File: config.mk
export PLATFORM = sky130hd
export DESIGN_NAME = mix_columns_iter
export DESIGN_NICKNAME = d
export VERILOG_FILES = /design/src/rtl/mix_columns_iter.sv
export SDC_FILE = /design/constraint.sdc
export NUM_CORES = 1
export LEC_CHECK = 0
export ABC_AREA = 1
export BUFFER_PORTS_ARGS = -buffer_cell sky130_fd_sc_hd__buf_2
export CAP_MARGIN = 20
export CORE_MARGIN = 4
export CORE_UTILIZATION = 57
export CTS_BUF_LIST = sky130_fd_sc_hd__clkbuf_16
export CTS_CLUSTER_DIAMETER = 80
export DETAILED_ROUTE_END_ITERATION = 8
export PLACE_DENSITY = 0.93
export SLEW_MARGIN = 20
export SYNTH_ARGS = -nofsm -noshare
export SYNTH_HDL_FRONTEND = slang
export SYNTH_SLANG_ARGS = --single-unit
File: constraint.sdc
create_clock -name clk -period 5.6 [get_ports clk]
set_clock_uncertainty 0.2 [all_clocks]
set_input_delay 0.28 -clock clk [delete_from_list [all_inputs] [get_ports clk]]
set_output_delay 0.28 -clock clk [all_outputs]
set_load 0.05 [all_outputs]
File: src/rtl/mix_columns_iter.sv
// Column-serial AES MixColumns / InvMixColumns engine with valid/ready handshake.
// Mixes COLS_PER_CYCLE columns per clock; the mode bit is latched with each block.
module mix_columns_iter #(
   parameter int COLS_PER_CYCLE = 1,
   parameter int word_size      = 8,
   parameter int array_size     = 16
) (
   input  logic                            clk,
   input  logic                            rst,
   input  logic                            in_valid,
   output logic                            in_ready,
   input  logic                            inverse,
   input  logic [word_size*array_size-1:0] state,
   output logic                            out_valid,
   input  logic                            out_ready,
   output logic [word_size*array_size-1:0] state_out,
   output logic                            busy
);

   localparam int STATE_W = word_size * array_size;
   localparam int COL_W   = 4 * word_size;
   localparam logic [1:0] STEP     = 2'(COLS_PER_CYCLE);
   localparam logic [1:0] LAST_GRP = 2'(4 - COLS_PER_CYCLE);

   if (!(COLS_PER_CYCLE == 1 || COLS_PER_CYCLE == 2 || COLS_PER_CYCLE == 4)) begin : g_bad_cols
      $error("mix_columns_iter: COLS_PER_CYCLE must be 1, 2 or 4");
   end
   if (word_size != 8 || array_size != 16) begin : g_bad_size
      $error("mix_columns_iter: word_size must be 8 and array_size must be 16");
   end

   typedef enum logic [1:0] {IDLE, BUSY, DONE} fsm_t;

   fsm_t                   fsm_q;
   logic                   in_ready_q;
   logic                   out_valid_q;
   logic                   busy_q;
   logic [1:0]             col_cnt_q;
   logic                   inv_q;
   logic [STATE_W-1:0]     in_q;
   logic [STATE_W-1:0]     state_out_q;
   logic [COL_W-1:0]       col_mix_d [COLS_PER_CYCLE];

   function automatic logic [word_size-1:0] xtime(input logic [word_size-1:0] b);
      return {b[word_size-2:0], 1'b0} ^ (b[word_size-1] ? 8'h1b : 8'h00);
   endfunction

   // Coefficients never exceed 0x0e, so four xtime steps cover every product.
   function automatic logic [word_size-1:0] gf_mul(input logic [word_size-1:0] a,
                                                   input logic [3:0] c);
      logic [word_size-1:0] p;
      logic [word_size-1:0] t;
      p = '0;
      t = a;
      for (int i = 0; i < 4; i++) begin
         if (c[i]) p = p ^ t;
         t = xtime(t);
      end
      return p;
   endfunction

   function automatic logic [COL_W-1:0] mix_col(input logic [COL_W-1:0] col, input logic inv);
      logic [word_size-1:0] s [4];
      logic [3:0]           m [4];
      logic [word_size-1:0] o;
      logic [COL_W-1:0]     r;
      for (int k = 0; k < 4; k++) s[k] = col[COL_W-1-word_size*k -: word_size];
      if (inv) begin
         m[0] = 4'he; m[1] = 4'hb; m[2] = 4'hd; m[3] = 4'h9;
      end else begin
         m[0] = 4'h2; m[1] = 4'h3; m[2] = 4'h1; m[3] = 4'h1;
      end
      r = '0;
      for (int row = 0; row < 4; row++) begin
         o = '0;
         for (int k = 0; k < 4; k++) o = o ^ gf_mul(s[(row + k) % 4], m[k]);
         r[COL_W-1-word_size*row -: word_size] = o;
      end
      return r;
   endfunction

   always_comb begin
      for (int j = 0; j < COLS_PER_CYCLE; j++) begin
         col_mix_d[j] = mix_col(in_q[STATE_W-1-COL_W*int'(col_cnt_q + 2'(j)) -: COL_W], inv_q);
      end
   end

   // The captured block is only read while BUSY, so it needs no reset.
   always_ff @(posedge clk) begin
      if (fsm_q == IDLE && in_valid) in_q <= state;
   end

   always_ff @(posedge clk or posedge rst) begin
      if (rst) begin
         fsm_q       <= IDLE;
         in_ready_q  <= 1'b1;
         out_valid_q <= 1'b0;
         busy_q      <= 1'b0;
         col_cnt_q   <= '0;
         inv_q       <= 1'b0;
         state_out_q <= '0;
      end else begin
         case (fsm_q)
            IDLE: begin
               if (in_valid) begin
                  fsm_q      <= BUSY;
                  in_ready_q <= 1'b0;
                  busy_q     <= 1'b1;
                  inv_q      <= inverse;
                  col_cnt_q  <= '0;
               end
            end
            BUSY: begin
               for (int j = 0; j < COLS_PER_CYCLE; j++) begin
                  state_out_q[STATE_W-1-COL_W*int'(col_cnt_q + 2'(j)) -: COL_W] <= col_mix_d[j];
               end
               col_cnt_q <= col_cnt_q + STEP;
               if (col_cnt_q == LAST_GRP) begin
                  fsm_q       <= DONE;
                  busy_q      <= 1'b0;
                  out_valid_q <= 1'b1;
               end
            end
            DONE: begin
               if (out_ready) begin
                  fsm_q       <= IDLE;
                  out_valid_q <= 1'b0;
                  in_ready_q  <= 1'b1;
               end
            end
            default: begin
               fsm_q      <= IDLE;
               in_ready_q <= 1'b1;
            end
         endcase
      end
   end

   assign in_ready  = in_ready_q;
   assign out_valid = out_valid_q;
   assign busy      = busy_q;
   assign state_out = state_out_q;

endmodule

-- After elaboration in Yosys (flattened, before gate mapping)
Cells that the tools add are included.
- equality and inequality tests: 6
- multiplexer cells: 93
- shift-type cells: 3
- bitwise logic cells: 73
- add/subtract/negate cells: 3
- reductions and logical operators: 10
- operators with widths (cell ; count):
    2-to-1 mux 8 bit ; 64
    XOR 8 bit ; 60
    variable shift 32 x 33 -> 159 bit (first input constant) ; 1
    indexed part select 159 x 8 -> 32 bit ; 1
    indexed part select 32 x 33 -> 159 bit ; 1
    bitwise mux 128 bit ; 1
    XOR 8 x 5 -> 8 bit ; 12
    2-to-1 mux 5 bit ; 12
    negator 8 -> 33 bit ; 1
    2-to-1 mux 16 bit ; 1
    AND reduction 3 bit ; 4
    2-to-1 mux 2 bit ; 4
    subtractor 7 x 7 -> 8 bit (first input constant) ; 1
    2-to-1 mux 1 bit ; 6
    != test 2 bit (second input constant) ; 3
    one-hot mux 2 bit (3 select lines) ; 1
    == test 2 bit (second input constant) ; 2
    one-hot mux 1 bit (2 select lines) ; 2
    one-hot mux 2 bit (2 select lines) ; 1
    AND reduction 2 bit ; 2
    nonzero test 2 bit ; 2
    one-hot mux 1 bit (3 select lines) ; 1
    adder 2 x 1 -> 2 bit (second input constant) ; 1
    == test 2 x 1 -> 1 bit (second input constant) ; 1
    other kinds (3) ; 3
- register bits after elaboration: 264
- input port bits: 133
- word-level logic and storage cells: 196

-- Depth between registers and ports, before layout
- depth after elaboration: 15
- mapped depth: 23
- depth with buffers taken out: 20

-- Worst setup path after synthesis
Ideal clock, no wire load.
- path type: register to register
- from: register fsm_q[1]
- to: register col_cnt_q[1]
- required time: 5.278 ns
- data arrival time: 3.536 ns
- cell stages (with the launch flop): 6
- setup slack: 1.742 ns
- path through: dfrtp_1 > nor2_1 > nand2_1 > inv_1 > nor2_1 > a22o_1
- longest elaborated chain between the ends: 3
- elaborated cells between the ends (all ways): 6
- RTL lines (item ; RTL line ; RTL):
    start: declaration ; 34 ; fsm_t fsm_q;
    start signal: assignment ; 95 ; fsm_q <= IDLE;
    start signal: assignment ; 106 ; fsm_q <= BUSY;
    start signal: assignment ; 119 ; fsm_q <= DONE;
    == test 2 x 1 -> 1 bit or logical NOT 2 bit (tied branches) ; 103 ; case (fsm_q)
    nonzero test 2 bit (no source line) or != test 2 bit (tied branches) ; n/a ;
    AND reduction 2 bit (no source line) ; n/a ;
    end signal: assignment ; 117 ; col_cnt_q <= col_cnt_q + STEP;
    end: declaration ; 38 ; logic [1:0] col_cnt_q;
Parallel ways exist; a longest one is shown, timed or not.
A chain may end at the register's enable or synchronous reset.

-- Worst setup path after layout
- from: register col_cnt_q[0]
- to: register state_out_q[118] (netlist: state_out[118])
- longest elaborated chain between the ends: 15
- elaborated cells between the ends (all ways): 154
- RTL lines (item ; RTL line ; RTL):
    subtractor 7 x 7 -> 8 bit (*) ; 84, 115 ;
    indexed part select 159 x 8 -> 32 bit ; 84 ; col_mix_d[j] = mix_col(in_q[STATE_W-1-COL_W*int'(col_cnt_q + 2'(j)) -: COL_W], inv_q);
    2-to-1 mux 5 bit ; 45 ; return {b[word_size-2:0], 1'b0} ^ (b[word_size-1] ? 8'h1b : 8'h00);
    XOR 8 x 5 -> 8 bit ; 45 ;
    XOR 8 bit ; 56 ; if (c[i]) p = p ^ t;
    2-to-1 mux 8 bit ; 56 ;
    XOR 8 bit ; 56 ;
    2-to-1 mux 8 bit ; 56 ;
    XOR 8 bit ; 56 ;
    2-to-1 mux 8 bit ; 56 ;
    XOR 8 bit (3 in a row) ; 76 ; for (int k = 0; k < 4; k++) o = o ^ gf_mul(s[(row + k) % 4], m[k]);
    indexed part select 32 x 33 -> 159 bit ; 115 ; state_out_q[STATE_W-1-COL_W*int'(col_cnt_q + 2'(j)) -: COL_W] <= col_mix_d[j];
    bitwise mux 128 bit (*) ; 115 ;
    end signal: indexed assignment ; 115 ;
    end: declaration ; 41 ; logic [STATE_W-1:0] state_out_q;
Every way passes the cells marked *; elsewhere a longest branch is shown, timed or not.

==> results.toml <==
[outcome]
outcome = "complete, no violations"

[routing]
via_count = 16323
viasPerCell = 5.84
drc = 0
ant_nets = 0
wl_um = 57100
routedWlPerCell_um = 20.4
drt_iter0_drc = 2549
drt_first_pass_iters = 6

[sta]
fmax_mhz = 248
maxSlewViolCount = 0
rsz0062_at_grt = "no"
hold_viol = 0
slew_headroom = 0.333
fin_crit_sh = 0.719
setup_viol = 0
worst_pin_slew_ns = 1.00
min_period_ns = 4.03
fin_tns_setup_ns = 0

[synthesis]
postSynthAreaPerCell_um2 = 7.51
synth.top_cell.area_share = 0.248
synthArstFlopShare = 0.515
ys_seq_elements = 264
synth_top_area_cell = "edfxtp_1"
netlist_area_um2 = 15500
yosysWarnings = 0
yosysMostFrequentCell = "nand2_1"
ys.flop_type = "dfrtp_1"
synth_cells = 2065
synth_edf_count = 128
ys_seq_area_frac = 0.468
ys_types = 37
ys_top_cells_by_area = "edfxtp_1 25%, nand2_1 24%, dfrtp_1 22%, nand3_1 9.5%, xor2_1 3.4%"
synth.net_count = 2202
synthTopCellsByCount = "1007 x nand2_1, 295 x nand3_1, 135 x dfrtp_1"

[global_route]
track_usage = 0.370
grt_max_degree = 85
grt_pass1_vias = 15780
grt_pass1_wl_um = 88300
antenna_found_initial = 0
grt_overflow = 0

[floorplanning]
placeableCoreArea_um2 = 26900
num_rows = 60
ios = 264
fp.dieW_um = 173
die-area_um2 = 29900
initial_utilization = 0.577
die_y_um = 173

[clock_tree]
cts_root_buf = "clkbuf_16"
cts.sinks = 264
htree_levels = 1
cts_buffers = 26
cts_tree = "built"
clock_latency_ns = 0.55
cts_max_path_buffers = 3
cts_resized = 0
post_cts_buffers = 0
cts.clk_slew.worst_paths_ns = 0.07

[setup_path]
worst_ep_required_time_ns = 5.82
worstSetupPathType = "reg2reg"
cp_max_fo = 73
start_kind = "flip-flop"
end_kind = "flip-flop"
cp_data_arrival_time_ns = 4.25
rrSetupSlack_ns = 1.57

[placed_design]
portBuffers = 263
dp_hpwl_um = 37400
gp_congestion = 1.00

[finish]
area_delta_synth_final_pct = 24.1
nNetsFinal = 2569
fill_cells = 2025
drive_above_1_share = 0.168
num_antenna_cells = 0

[job]
cap_violations = 0

[hold_path]
hold_path_class = "in2reg"
-- cell families after synthesis --
logic type	share of synthesized area
compound gates	0.0149
xor+xnor	0.0548
fa+ha+maj	0.00323
buf+inv	0.0577
flops	0.468
simple gates	0.402
-- registers in the layout (all words and copies together) (netlist names) --
register   cells
inv_q          1
in_q         128
state_out    128
in_ready       1
out_valid      1
fsm_q          2
col_cnt_q      2
busy           1
-- layout by cell type, fill, tap and decap left out, types with 2 or more instances in the layout --
master	n
dfrtp_1	132
buf_2	263
clkinv_2	6
inv_2	8
clkbuf_16	27
dlygate4sd3_1	132
o21ai_1	24
nand2_4	5
o21ai_0	11
or2_1	7
inv_4	6
dfrtp_4	2
buf_4	16
nand3b_1	4
xnor2_1	32
nand4_1	43
bufinv_16	5
nand3_2	11
a22o_1	2
nand3_1	295
inv_1	116
clkinvlp_4	2
clkinv_1	5
a21oi_1	3
edfxtp_1	128
nor2_4	3
nor2_2	5
xor2_1	60
ha_1	4
nor2_1	31
nand2_2	44
nand2_1	1007
-- critical path: stages (launching register included) --
cell     delay (ns)
dfrtp_4        0.66
inv_4          0.64
nand2_1        0.21
nand2_1        0.13
nand2_1        0.07
nand2_1        0.24
nand2_1        0.08
nand2_1        0.23
nand2_1        0.10
nand2_1        0.32
inv_1          0.10
nand2_1        0.08
nand3_1        0.11
xor2_1         0.23
inv_1          0.06
nand2_1        0.05
nand2_1        0.15
nand3_1        0.13
nand2_1        0.07
-- routing by layer --
metal,GRT usage,up-vias,wire length [µm],part of all wire
li1,-,7376,-,-
met1,0.484,7520,21200,0.37
met2,0.619,1215,26900,0.47
met3,0.0555,212,5940,0.10
met4,0.156,0,3080,0.054
met5,0,-,0,0
-- cell type report --
type / count / area (µm²) / share of cell area
clock buffers: 27 / 676 / 0.0351
repair buffers: 411 / 2760 / 0.143
inverters: 130 / 503 / 0.0261
multi-input cells: 1599 / 7370 / 0.383
well taps: 341 / 427 / 0.0222
clock inverters: 21 / 243 / 0.0126
flip-flops and latches: 264 / 7260 / 0.377
-- path summary, 6_finish.rpt --
kind	cells past startpoint	to	startpoint
setup reg to reg	18	state_out[118]	col_cnt_q[0]
hold reg to reg	2	state_out[55]	state_out[55]
min in group asynchronous	3	state_out[12]	rst
setup / recovery	18	state_out[118]	col_cnt_q[0]
max in group asynchronous	4	col_cnt_q[0]	rst
hold / removal	2	in_q[67]	state[67]
-- stage by stage --
| step | instance area (µm²) | util | std cells | hold slack, ns | setup slack [ns] |
|---|---|---|---|---|---|
| after detailed placement | 17000 | 0.632 | 2613 | 0.258 | 1.83 |
| final | 19200 | 0.716 | 2793 | 0.230 | 1.57 |
| after floorplan | 15500 | - | 2065 | 0.179 | 1.48 |
| after global routing | 19200 | 0.716 | 2793 | 0.231 | 1.38 |
| after CTS | 19200 | 0.716 | 2793 | 0.226 | 1.77 |
| after global placement | 17000 | 0.632 | 2613 | 0.252 | 1.95 |
-- what timing repair did --
action / CTS / global route
endpoints found under the setup margin: 0 / 0
hold endpoints to repair: 202 / 0
hold buffers: 132 / 0
Power is left out: the tool's default activity adds up to more than one toggle a clock period on the data nets, which glitch-free logic cannot reach.
